$ cat config.mk
export PLATFORM = sky130hd
export DESIGN_NAME = div_unit
export DESIGN_NICKNAME = d
export VERILOG_FILES = /design/src/rtl/div_unit_pkg.sv /design/src/rtl/div_unit.sv
export SDC_FILE = /design/constraint.sdc
export NUM_CORES = 1
export LEC_CHECK = 0
export BUFFER_PORTS_ARGS = -buffer_cell sky130_fd_sc_hd__buf_2
export CAP_MARGIN = 25
export CORE_MARGIN = 2
export CORE_UTILIZATION = 44
export DETAILED_ROUTE_END_ITERATION = 7
export GPL_TIMING_DRIVEN = 0
export HOLD_SLACK_MARGIN = 0.05
export PLACE_DENSITY = 0.62
export SLEW_MARGIN = 20
export SYNTH_ARGS = -nofsm -noshare
export SYNTH_HDL_FRONTEND = slang
export SYNTH_SLANG_ARGS = --single-unit
$ cat constraint.sdc
create_clock -name clk -period 6.1 [get_ports clk]
set_input_delay 0.305 -clock clk [delete_from_list [all_inputs] [get_ports clk]]
set_output_delay 0.305 -clock clk [all_outputs]
set_load 0.01 [all_outputs]
$ cat src/rtl/div_unit_pkg.sv
// div_unit_pkg: shared definitions for the multicycle divider.
//   div_state_e   - divider FSM states (DivFree/DivByZero/DivOn/DivEnd)
//   DivResult*    - ready_o levels
//   DivStart/Stop - start_i levels
//   EXE_OP_DIV*   - EX-stage aluop codes that route to this unit
package div_unit_pkg;

  typedef enum logic [1:0] {
    DivFree   = 2'b00,
    DivByZero = 2'b01,
    DivOn     = 2'b10,
    DivEnd    = 2'b11
  } div_state_e;

  localparam logic DivResultReady    = 1'b1;
  localparam logic DivResultNotReady = 1'b0;
  localparam logic DivStart          = 1'b1;
  localparam logic DivStop           = 1'b0;

  localparam logic [7:0] EXE_OP_DIV  = 8'b0001_1010;
  localparam logic [7:0] EXE_OP_DIVU = 8'b0001_1011;

endpackage

$ cat src/rtl/div_unit.sv
// div_unit: multicycle restoring divider for DIV/DIVU, one quotient bit per
// cycle. Responder side of a start/ready handshake with the EX stage.
// Ports:
//   clk, rst       clock (rising edge), asynchronous active-high reset
//   signed_div_i   1 = signed (DIV), 0 = unsigned (DIVU)
//   opdata1_i      dividend
//   opdata2_i      divisor
//   start_i        request, held high until ready_o is seen
//   annul_i        abort (pipeline flush)
//   result_o       {remainder, quotient}, registered
//   ready_o        result_o valid, registered
module div_unit
  import div_unit_pkg::*;
#(
  parameter int unsigned DATA_W = 32,
  parameter int unsigned CNT_W  = 6
) (
  input  logic                  clk,
  input  logic                  rst,
  input  logic                  signed_div_i,
  input  logic [DATA_W-1:0]     opdata1_i,
  input  logic [DATA_W-1:0]     opdata2_i,
  input  logic                  start_i,
  input  logic                  annul_i,
  output logic [2*DATA_W-1:0]   result_o,
  output logic                  ready_o
);

  div_state_e             r_state, w_state_nxt;
  logic [2*DATA_W:0]      r_work, w_work_nxt;
  logic [DATA_W-1:0]      r_divisor, w_divisor_nxt;
  logic                   r_neg_dvd, w_neg_dvd_nxt;
  logic                   r_neg_dvs, w_neg_dvs_nxt;
  logic                   r_signed, w_signed_nxt;
  logic [CNT_W-1:0]       r_cnt, w_cnt_nxt;
  logic [2*DATA_W-1:0]    r_result, w_result_nxt;
  logic                   r_ready, w_ready_nxt;

  logic [DATA_W-1:0]      w_abs_dvd, w_abs_dvs;
  logic [DATA_W:0]        w_diff;
  logic [DATA_W-1:0]      w_quot, w_rem, w_quot_fix, w_rem_fix;

  assign w_abs_dvd = (signed_div_i && opdata1_i[DATA_W-1]) ? ('0 - opdata1_i) : opdata1_i;
  assign w_abs_dvs = (signed_div_i && opdata2_i[DATA_W-1]) ? ('0 - opdata2_i) : opdata2_i;

  // 33-bit trial subtract; bit DATA_W set means the partial remainder is
  // smaller than the divisor.
  assign w_diff = {1'b0, r_work[2*DATA_W-1:DATA_W]} - {1'b0, r_divisor};

  // Quotient bits accumulate at the bottom, remainder lands one bit above
  // the middle because the dividend is loaded pre-shifted by one.
  assign w_quot = r_work[DATA_W-1:0];
  assign w_rem  = r_work[2*DATA_W:DATA_W+1];

  assign w_quot_fix = (r_signed && (r_neg_dvd ^ r_neg_dvs)) ? ('0 - w_quot) : w_quot;
  assign w_rem_fix  = (r_signed && r_neg_dvd) ? ('0 - w_rem) : w_rem;

  always_comb begin
    w_state_nxt   = r_state;
    w_work_nxt    = r_work;
    w_divisor_nxt = r_divisor;
    w_neg_dvd_nxt = r_neg_dvd;
    w_neg_dvs_nxt = r_neg_dvs;
    w_signed_nxt  = r_signed;
    w_cnt_nxt     = r_cnt;
    w_result_nxt  = r_result;
    w_ready_nxt   = r_ready;

    unique case (r_state)
      DivFree: begin
        w_result_nxt = '0;
        w_ready_nxt  = DivResultNotReady;
        if (start_i == DivStart && !annul_i) begin
          if (opdata2_i == '0) begin
            w_state_nxt = DivByZero;
          end else begin
            w_state_nxt   = DivOn;
            // Dividend sits one bit up so the first trial subtract already
            // sees its MSB; 32 steps then consume every dividend bit.
            w_work_nxt    = {{DATA_W{1'b0}}, w_abs_dvd, 1'b0};
            w_divisor_nxt = w_abs_dvs;
            w_neg_dvd_nxt = opdata1_i[DATA_W-1];
            w_neg_dvs_nxt = opdata2_i[DATA_W-1];
            w_signed_nxt  = signed_div_i;
            w_cnt_nxt     = '0;
          end
        end
      end

      DivByZero: begin
        w_state_nxt  = DivEnd;
        w_work_nxt   = '0;
        w_result_nxt = '0;
        w_ready_nxt  = DivResultReady;
      end

      DivOn: begin
        if (annul_i) begin
          w_state_nxt  = DivFree;
          w_result_nxt = '0;
          w_ready_nxt  = DivResultNotReady;
        end else if (r_cnt == CNT_W'(DATA_W)) begin
          w_state_nxt  = DivEnd;
          w_result_nxt = {w_rem_fix, w_quot_fix};
          w_ready_nxt  = DivResultReady;
        end else begin
          if (w_diff[DATA_W]) begin
            w_work_nxt = {r_work[2*DATA_W-1:0], 1'b0};
          end else begin
            w_work_nxt = {w_diff[DATA_W-1:0], r_work[DATA_W-1:0], 1'b1};
          end
          w_cnt_nxt = r_cnt + 1'b1;
        end
      end

      DivEnd: begin
        if (start_i == DivStop || annul_i) begin
          w_state_nxt  = DivFree;
          w_result_nxt = '0;
          w_ready_nxt  = DivResultNotReady;
        end
      end

      default: w_state_nxt = DivFree;
    endcase
  end

  always_ff @(posedge clk or posedge rst) begin
    if (rst) begin
      r_state   <= DivFree;
      r_work    <= '0;
      r_divisor <= '0;
      r_neg_dvd <= 1'b0;
      r_neg_dvs <= 1'b0;
      r_signed  <= 1'b0;
      r_cnt     <= '0;
      r_result  <= '0;
      r_ready   <= DivResultNotReady;
    end else begin
      r_state   <= w_state_nxt;
      r_work    <= w_work_nxt;
      r_divisor <= w_divisor_nxt;
      r_neg_dvd <= w_neg_dvd_nxt;
      r_neg_dvs <= w_neg_dvs_nxt;
      r_signed  <= w_signed_nxt;
      r_cnt     <= w_cnt_nxt;
      r_result  <= w_result_nxt;
      r_ready   <= w_ready_nxt;
    end
  end

  assign result_o = r_result;
  assign ready_o  = r_ready;

endmodule

==> results of run 1 <==
-- synthesized netlist by cell type, types with 4 or more instances --
cell type    n  share of area [%]
nor3_1      25                1.1
or4_1       14               0.91
a32oi_1      4               0.30
o211ai_1    10               0.65
a21oi_1     93                4.0
a31oi_1     13               0.70
a221oi_1     4               0.30
nor2b_1     10               0.54
o22ai_1      4               0.22
mux2i_1     22                1.9
o31ai_1     45                2.9
ha_1        44                4.7
xor2_1      69                5.2
o21ai_0    161                6.9
o31a_1       4               0.30
or3_1       17               0.92
nand2_1    190                6.1
clkbuf_1    55                1.8
nand3_1     18               0.78
nor4_1      16               0.86
and2_1       7               0.38
inv_1       62                2.0
a41oi_1      4               0.30
o41ai_1     11               0.83
a211oi_1     4               0.26
nor2_1      89                2.9
nand2b_1    15               0.81
dfrtp_1    173                 37
or4_4        4               0.39
a21o_1       9               0.58
buf_1        8               0.26
o21a_1       8               0.52
a22oi_1     25                1.6
and3_1       6               0.32
xnor2_1     72                5.4
nand4_1     10               0.54
-- critical path: stages, from the launching register on --
cell,delay (ns)
dfrtp_1,0.46
ha_1,0.23
fa_1,0.39
nand2b_1,0.19
a21o_1,0.20
a31o_2,0.27
a211o_1,0.30
a21oi_1,0.68
or2_2,0.23
clkbuf_1,0.33
buf_1,0.53
mux2i_1,0.26
o22ai_1,0.08
-- metrics by stage --
step	hold slack (ns)	worst slack [ns]	util (%)
after floorplan	0.450	1.11	-
final	0.161	1.80	51.3
after detailed placement	0.421	1.90	49.0
after CTS	0.160	1.88	51.3
after global routing	0.179	1.55	51.3
after global placement	0.457	-0.948	48.8
-- sequential cells by signal, indices dropped and copies added (netlist names) --
register / cells
r_work: 65
r_neg_dvd: 1
result_o: 64
ready_o: 1
r_divisor: 32
r_cnt: 6
r_neg_dvs: 1
r_state: 2
r_signed: 1
-- logic make-up (layout without fill, tap and decap cells) --
| logic type | Yosys count | count (layout) | synth area share (%) |
|---|---|---|---|
| AO/OA/AOI/OAI | 426 | 426 | 22.6 |
| AND/OR/NAND/NOR | 439 | 439 | 17.8 |
| adder cells (fa/ha/maj) | 45 | 45 | 4.92 |
| XOR/XNOR | 141 | 141 | 10.6 |
| flip-flops | 173 | 173 | 37.3 |
| buffers and inverters | 131 | 298 | 4.51 |
| multiplexers | 25 | 25 | 2.19 |
-- path summary, 6_finish.rpt --
path / end / slack (ns) / startpoint
max in group asynchronous: result_o[50] / 4.73 / rst
worst min register to register: result_o[23] / 0.47 / result_o[23]
min in group asynchronous: result_o[10] / 0.49 / rst
worst max-delay path: r_work[51] / 1.80 / r_divisor[0]
worst min-delay path: r_neg_dvs / 0.16 / opdata2_i[31]
worst max register to register: r_work[51] / 1.80 / r_divisor[0]
-- what timing repair did --
item	CTS	global route
hold endpoints to repair	76	0
gates resized for setup	0	0
hold buffers	1	0
-- area by class of cell --
type	instances	area (um^2)
repair buffers	135	703
inverters	62	240
clock buffers	20	457
fillers	2548	12600
plain buffers	69	290
clock inverters	12	150
well taps	335	419
multi-input cells	1076	6750
flip-flops and latches	173	4330
-- power by group --
part / total, mW / switching (mW) / internal (mW)
Sequential: 1.61 / 0.220 / 1.39
Clock: 1.16 / 0.517 / 0.638
Combinational: 2.32 / 1.52 / 0.799
Total: 5.08 / 2.25 / 2.82
-- layer usage --
| layer | vias to the layer above | track usage (%) | share of wire, % |
|---|---|---|---|
| met5 | - | 0 | 0 |
| met4 | 0 | 5.55 | 1.3 |
| met3 | 27 | 2.53 | 5.4 |
| met2 | 294 | 37.3 | 44 |
| met1 | 5034 | 37.5 | 49 |
| li1 | 5244 | - | - |
==> qor.yml, run 1 <==
status: "complete, no violations"
report.final.slew_viol_count: 0
viasPerCell: 5.63
cp.arrival_ns: 4.60
powerDensity_nw_per_um2: 381
finalNonFillerCells: 1882
io_buffers: 132
syn_nets: 1494
synth-seq-cells: 173
dieArea_um2: 27700
cp-end-kind: "register"
cp.required_ns: 6.40
area_growth_pct: 15.0
total_power_mw: 5.08
synth.cell_area_um2: 11600
clockBufferDepth: 2
htreeDepth: 4
finalSetupViolCount: 0
dr.pass1.iters: 5
clock_latency_ns: 0.44
start_util_pct: 44.6
drc: 0
timing.final.crit_share_pct: 70.5
finalSetupTns_ns: 0
holdPathStages: 2
crit_path_start_kind: "register"
yosysSeqAreaShare_pct: 37.3
die-width_um: 166
crit_path_max_fanout: 10
fin_crit_ns: 4.30
cts_tree: "built"
cts_root_buf: "clkbuf_16"
maxCapViolCount: 0
layout_commonest_cell: "nand2_1"
hold_violations: 0
final_antenna_net_count: 0
rsz0062_at_grt: "false"
avgSynthCellArea_um2: 8.41
async_flop_share_pct: 100
skew_ns: 0.00879
drtIter0Drc: 889
die_h_um: 166
dp_cells: 1849
insertedDiodeCount: 0
synthCells: 1380
grt_pass1_vias: 9979
wl_per_cell_um: 17.9
wl_mm: 33.6
cts_buffers: 17
mostFrequentLayoutCells: "190 x nand2_1, 173 x dfrtp_1, 161 x o21ai_0"
post_cts_buffers: 0
p_leak_nw: 5.88
r2r_cells: 12
max_slew_margin_pct: 34.6
grt_pass1_wl_mm: 54.9
synth_edf_count: 0
finalNetCount: 1648
worstMarginPinSlew_ns: 0.973
dp_hpwl_mm: 26.2
cts.clk_slew.worst_paths_ns: 0.07
ir_drop_uv: 217
placed_cell_area_um2: 12700
cts_num_sinks: 173
ys_warn_count: 0
drive_gt1_share_pct: 12.3
io_pins: 134
ys.flop_type: "dfrtp_1"
design.core.area_um2: 26000
yosysUniqueCellTypes: 69
overflow: 0
final_cell_area_um2: 13300
hold_class: "in -> reg"
grt_start_max_net_pins: 98
via_count: 10600
antenna_found_initial: 0
routabilityCongestion: 0.943
critPathKind: "reg -> reg"
grtUsageTotal_pct: 24.5
rows: 59
fmax_mhz: 233
Note: power is estimated with default switching activity, not from simulation.
==> run 2, diff against run 1 <==
--- a/config.mk
+++ b/config.mk
@@ -12,7 +12,7 @@
 export DETAILED_ROUTE_END_ITERATION = 7
 export GPL_TIMING_DRIVEN = 0
 export HOLD_SLACK_MARGIN = 0.05
-export PLACE_DENSITY = 0.62
+export PLACE_DENSITY = 0.64
 export SLEW_MARGIN = 20
 export SYNTH_ARGS = -nofsm -noshare
 export SYNTH_HDL_FRONTEND = slang
==> constraint.sdc (replaced) <==
create_clock -name clk -period 3.7 [get_ports clk]
set_input_delay 0.185 -clock clk [delete_from_list [all_inputs] [get_ports clk]]
set_output_delay 0.185 -clock clk [all_outputs]
set_load 0.01 [all_outputs]
==> run 2 against run 1 <==
Clock power increased by 48%. Worst hold slack worse by 0.095 ns. Non-clock buffer count up 5. First-iteration DRC count decreased by 9.0%. Routed wire length down 0.30%. Clock-buffer cell count unchanged. Critical path depth fell by 1. Combinational power grew 66%. Global-route usage decreased by 0.082 points. Via count rose by 1.8%. Critical path type unchanged. Critical endpoint is now r_work[48]. Highest routed layer unchanged.
==> qor.yml, run 2 (synthesized netlist as in run 1, its figures left out) <==
timing.final.crit_share_pct: 91.6  # +21 points
powerDensity_nw_per_um2: 613  # +61%
path_cells: "ha_1, fa_1, nand2b_1, a21o_1, a31o_2, a211o_1, a21oi_4, or2_2, clkbuf_4, mux2i_1, o22ai_1"
cts_tree: "built"
grtUsageTotal_pct: 24.4  # -0.082 points
status: "complete, no violations"
layout_commonest_cell: "nand2_1"
die-width_um: 166  # unchanged
top_register: "r_work"
die_h_um: 166  # unchanged
finalNetCount: 1653  # +0.30%
drive_gt1_share_pct: 12.9  # +0.54 points
dp_cells: 1853  # +0.22%
overflow: 0  # unchanged
fmax_mhz: 295  # +27%
skew_ns: 0.0151  # +0.00630 ns
io_buffers: 132  # unchanged
io_pins: 134  # unchanged
via_count: 10800  # +1.8%
rsz0062_at_grt: "false"
fin_util_pct: 51.6  # +0.22 points
p_leak_nw: 5.90  # +0.28%
dr.pass1.iters: 5  # unchanged
finalNonFillerCells: 1888  # +0.32%
finalSetupViolCount: 0  # unchanged
hold_violations: 0  # unchanged
whs_ns: 0.0664  # -0.0950 ns
maxCapViolCount: 0  # unchanged
cts.clk_slew.worst_paths_ns: 0.07  # about the same
rows: 59  # unchanged
cp_slowest_cell: "dfrtp_1"
dieArea_um2: 27700  # unchanged
htreeDepth: 4  # unchanged
drtIter0Drc: 809  # -9.0%
crit_path_start_kind: "register"
worstMarginPinSlew_ns: 0.970  # -0.00377 ns
post_cts_buffers: 0  # unchanged
ir_drop_uv: 332  # +53%
cp.required_ns: 4.00  # -2.40 ns
grt_pass1_vias: 10300  # +3.6%
path_delay_family: "compound AO/OA/AOI/OAI gates"
antenna_found_initial: 0  # unchanged
crit_path_max_fanout: 10  # unchanged
viasPerCell: 5.72  # +1.5%
dp_hpwl_mm: 26.4  # +0.59%
drc: 0  # unchanged
path_buf_inv: 1  # -1
mostFrequentLayoutCells: "190 x nand2_1, 173 x dfrtp_1, 161 x o21ai_0"
report.final.slew_viol_count: 0  # unchanged
start_util_pct: 44.6  # unchanged
final_antenna_net_count: 0  # unchanged
wl_mm: 33.5  # -0.30%
grt_pass1_wl_mm: 55.0  # about the same
area_growth_pct: 15.5
routabilityCongestion: 0.925  # -1.9%
critPathKind: "reg -> reg"
cts_num_sinks: 173  # unchanged
cts_root_buf: "clkbuf_16"
cp.arrival_ns: 3.69  # -0.91 ns
design.core.area_um2: 26000  # unchanged
wl_per_cell_um: 17.7  # -0.62%
hold_class: "in -> reg"
largest_reg_flops: 65  # unchanged
total_power_mw: 8.21  # +62%
fin_crit_ns: 3.39  # -0.910 ns
slowest_delay_ns: 0.46  # -0.22 ns
clockBufferDepth: 2  # unchanged
max_slew_margin_pct: 34.8  # +0.15 points
grt_start_max_net_pins: 35  # -64%
clock_latency_ns: 0.44  # about the same
cts_buffers: 17  # unchanged
cp-end-kind: "register"
-- run 2: cell type report --
class	count	area (um^2)
fill	2536	12600
multi-input combinational	1076	6760
sequential	173	4330
timing repair buffer	141	795
clock buffer	20	447
tap	335	419
buffer	68	298
inverter	62	236
clock inverter	12	106
antenna	1	2.50
-- run 2: stage by stage --
stage          area [um^2]  setup TNS, ns  setup slack [ns]
6_report             13400              0             0.309
5_1_grt              13400              0            0.0636
4_1_cts              13400              0            0.0311
3_5_place_dp         12800         -11.22            -0.515
3_3_place_gp         12700         -24.54            -0.546
2_1_floorplan        11600              0             0.440
-- run 2: power breakdown --
part	total [mW]	leakage (nW)	internal [mW]	switching [mW]
clock	1.72	0.262	0.897	0.826
combinational	3.84	3.33	1.33	2.51
sequential	2.65	2.30	2.29	0.361
total	8.21	5.90	4.51	3.69
-- run 2: worst paths after layout --
check / from / to / slack [ns] / cells after the start
setup / recovery: r_divisor[0] / r_work[48] / 0.31 / 11
hold / removal: opdata2_i[25] / r_divisor[25] / 0.07 / 3
setup reg to reg: r_divisor[0] / r_work[48] / 0.31 / 11
hold reg to reg: result_o[16] / result_o[16] / 0.47 / 2
max in group asynchronous: rst / r_work[49] / 2.61 / 5
min in group asynchronous: rst / result_o[4] / 0.33 / 3
-- run 2: what timing repair did --
action / in CTS / in global routing
hold buffers: 3 / 0
endpoints found under the setup margin: 30 / 31
gates resized for setup: 4 / 8
cloned: 0 / 0
hold endpoints to repair: 17 / 0
-- run 2: worst min-delay path, cell delays in order --
cell     delay, ns
buf_2         0.10
xnor2_1       0.11
o21ai_0       0.06
-- run 2: routing by layer --
| layer | vias up | GRT usage (%) | part of all wire [%] | wire length (um) |
|---|---|---|---|---|
| li1 | 5251 | - | - | - |
| met2 | 327 | 38.0 | 44 | 14700 |
| met4 | 0 | 6.41 | 1.9 | 630 |
| met5 | - | 0 | 0 | 0 |
| met1 | 5172 | 35.8 | 49 | 16300 |
| met3 | 40 | 3.22 | 5.6 | 1860 |
==> run 3, diff against run 2 <==
--- a/config.mk
+++ b/config.mk
@@ -5,6 +5,7 @@
 export SDC_FILE = /design/constraint.sdc
 export NUM_CORES = 1
 export LEC_CHECK = 0
+export ABC_CLOCK_PERIOD_IN_PS = 3700
 export BUFFER_PORTS_ARGS = -buffer_cell sky130_fd_sc_hd__buf_2
 export CAP_MARGIN = 25
 export CORE_MARGIN = 2
@@ -12,7 +13,7 @@
 export DETAILED_ROUTE_END_ITERATION = 7
 export GPL_TIMING_DRIVEN = 0
 export HOLD_SLACK_MARGIN = 0.05
-export PLACE_DENSITY = 0.64
+export PLACE_DENSITY = 0.73
 export SLEW_MARGIN = 20
 export SYNTH_ARGS = -nofsm -noshare
 export SYNTH_HDL_FRONTEND = slang
==> run 3 against run 2 <==
Sequential share of layout area fell by 0.11 points. Routed wire length barely moved. Worst setup slack got worse by 0.088 ns. Register-to-register slack got worse by 0.09 ns. Via count rose by 1.3%. Sequential power barely moved. Critical path type unchanged.
==> qor.yml, run 3 (synthesized netlist as in run 1, its figures left out) <==
cp.arrival_ns: 3.78  # +0.09 ns
design.core.area_um2: 26000  # unchanged
finalNetCount: 1652  # -0.060%
crit_path_start_kind: "register"
power_frac_seq_pct: 31.8  # -0.5 points
cp.required_ns: 4.00  # about the same
dp_slack_ns: -0.504  # +0.0109 ns
grt_pass1_wl_mm: 54.1  # -1.6%
switching_share_pct: 44.9  # -0.11 points
fmax_mhz: 288  # -2.5%
finalSetupViolCount: 0  # unchanged
htreeDepth: 4  # unchanged
wl_per_cell_um: 17.8  # about the same
p_int_mw: 4.57  # +1.4%
routabilityCongestion: 0.917  # -0.84%
io_buffers: 132  # unchanged
grt_start_max_net_pins: 34  # -2.9%
fin_ws_ns: 0.222  # -0.0876 ns
num-fill-cells: 2455  # -3.2%
overflow: 0  # unchanged
dr.pass1.iters: 5  # unchanged
layout_commonest_cell: "nand2_1"
status: "complete, no violations"
wl_mm: 33.5  # about the same
die-width_um: 166  # unchanged
pwr-share-comb_pct: 46.4  # -0.4 points
grtUsageTotal_pct: 23.9  # -0.44 points
cts_buffers: 17  # unchanged
path_cells: "ha_1, fa_1, nand2b_1, a21o_1, a31o_2, a211o_1, a21oi_4, or2_2, buf_2, mux2i_1, o22ai_1"
timing.final.crit_share_pct: 94.0  # +2.4 points
max_slew_margin_pct: 40.5  # +5.7 points
dieArea_um2: 27700  # unchanged
skew_ns: 0.0139  # -0.00114 ns
slowest_delay_ns: 0.45  # about the same
grt_pass1_vias: 10300  # -0.087%
fin_util_pct: 51.7  # +0.18 points
final_antenna_net_count: 0  # unchanged
rsz0062_at_grt: "false"
area_growth_pct: 15.9
worstMarginPinSlew_ns: 0.886  # -0.0833 ns
cts.clk_slew.worst_paths_ns: 0.07  # about the same
viasPerCell: 5.79  # +1.4%
dp_hpwl_mm: 26.3  # -0.22%
clkPwrFrac_pct: 21.8  # +0.8 points
top_register: "r_work"
fin_crit_ns: 3.48  # +0.0876 ns
maxCapViolCount: 0  # unchanged
crit_path_max_fanout: 10  # unchanged
mostFrequentLayoutCells: "190 x nand2_1, 173 x dfrtp_1, 161 x o21ai_0"
clock_latency_ns: 0.45  # about the same
clockBufferDepth: 2  # unchanged
cts_num_sinks: 173  # unchanged
drive_gt1_share_pct: 12.9  # about the same
drtIter0Drc: 869  # +7.4%
io_pins: 134  # unchanged
ir_drop_uv: 302  # -8.9%
whs_ns: 0.0546  # -0.0118 ns
drc: 0  # unchanged
critPathKind: "reg -> reg"
cp_slowest_cell: "dfrtp_1"
cts_tree: "built"
p_switching_mw: 3.73  # +0.90%
largest_reg_flops: 65  # unchanged
cts_root_buf: "clkbuf_16"
die_h_um: 166  # unchanged
cp-end-kind: "register"
p_leak_nw: 5.92  # +0.40%
hold_violations: 0  # unchanged
start_util_pct: 44.6  # unchanged
hold_class: "in -> reg"
rows: 59  # unchanged
report.final.slew_viol_count: 0  # unchanged
insertedDiodeCount: 0  # -1
powerDensity_nw_per_um2: 618  # +0.81%
via_count: 10900  # +1.3%
antenna_found_initial: 0  # unchanged
-- run 3: final timing paths --
check                             startpoint  slack [ns]            to  cells past startpoint
worst max-delay path            r_divisor[0]        0.22    r_work[48]                     11
worst min-delay path            opdata2_i[0]        0.05  r_divisor[0]                      3
worst max register to register  r_divisor[0]        0.22    r_work[48]                     11
worst min register to register  result_o[10]        0.48  result_o[10]                      2
max in group asynchronous                rst        2.58    r_work[28]                      5
min in group asynchronous                rst        0.38      r_cnt[3]                      3
-- run 3: final cells by class --
cell class	count	area, um^2	share of cell area, %
inverters	62	236	1.76
multi-input cells	1076	6780	50.4
well taps	335	419	3.12
repair buffers	140	816	6.07
clock buffers	18	429	3.19
plain buffers	68	290	2.16
flip-flops and latches	173	4330	32.2
clock inverters	14	145	1.08
-- run 3: stage by stage --
| step | TNS [ns] | instances | power, mW | area [um^2] |
|---|---|---|---|---|
| after global routing | 0 | 1886 | 8.85 | 13400 |
| after CTS | 0 | 1886 | 8.25 | 13400 |
| after detailed placement | -23.32 | 1853 | 6.43 | 12800 |
| after global placement | -20.50 | 1847 | 6.32 | 12700 |
| after floorplan | 0 | 1380 | 5.32 | 11600 |
| final | 0 | 1886 | 8.30 | 13400 |
-- run 3: layer usage --
metal	GRT usage (%)	wire [um]	part of all wire (%)
met1	33.5	15400	46
met3	3.10	1880	5.6
met4	7.20	753	2.2
met5	0	0	0
met2	38.9	15400	46
-- run 3: repair_timing --
action / in CTS / in global routing
endpoints found under the hold margin: 21 / 0
buffers inserted: 0 / 0
hold buffers: 2 / 0
resized for setup: 4 / 3
setup endpoints to repair: 25 / 8
-- run 3: worst max-delay path: cells and delay by family (launching register included) --
family	cells	cell delay, ns
muxes	1	0.26
DFF	1	0.45
adders and majority gates	2	0.61
and+or+nand+nor	2	0.50
buffers and inverters	1	0.32
AOI/OAI and AO/OA	5	1.18
-- run 3: power by group through the flow --
| stage | clock network, mW | logic (mW) | registers (mW) |
|---|---|---|---|
| after floorplan | 0 | 2.73 | 2.58 |
| after global placement | 0 | 3.68 | 2.64 |
| after detailed placement | 0 | 3.77 | 2.66 |
| after CTS | 1.82 | 3.80 | 2.63 |
| after global routing | 1.89 | 4.26 | 2.69 |
| final | 1.81 | 3.85 | 2.64 |
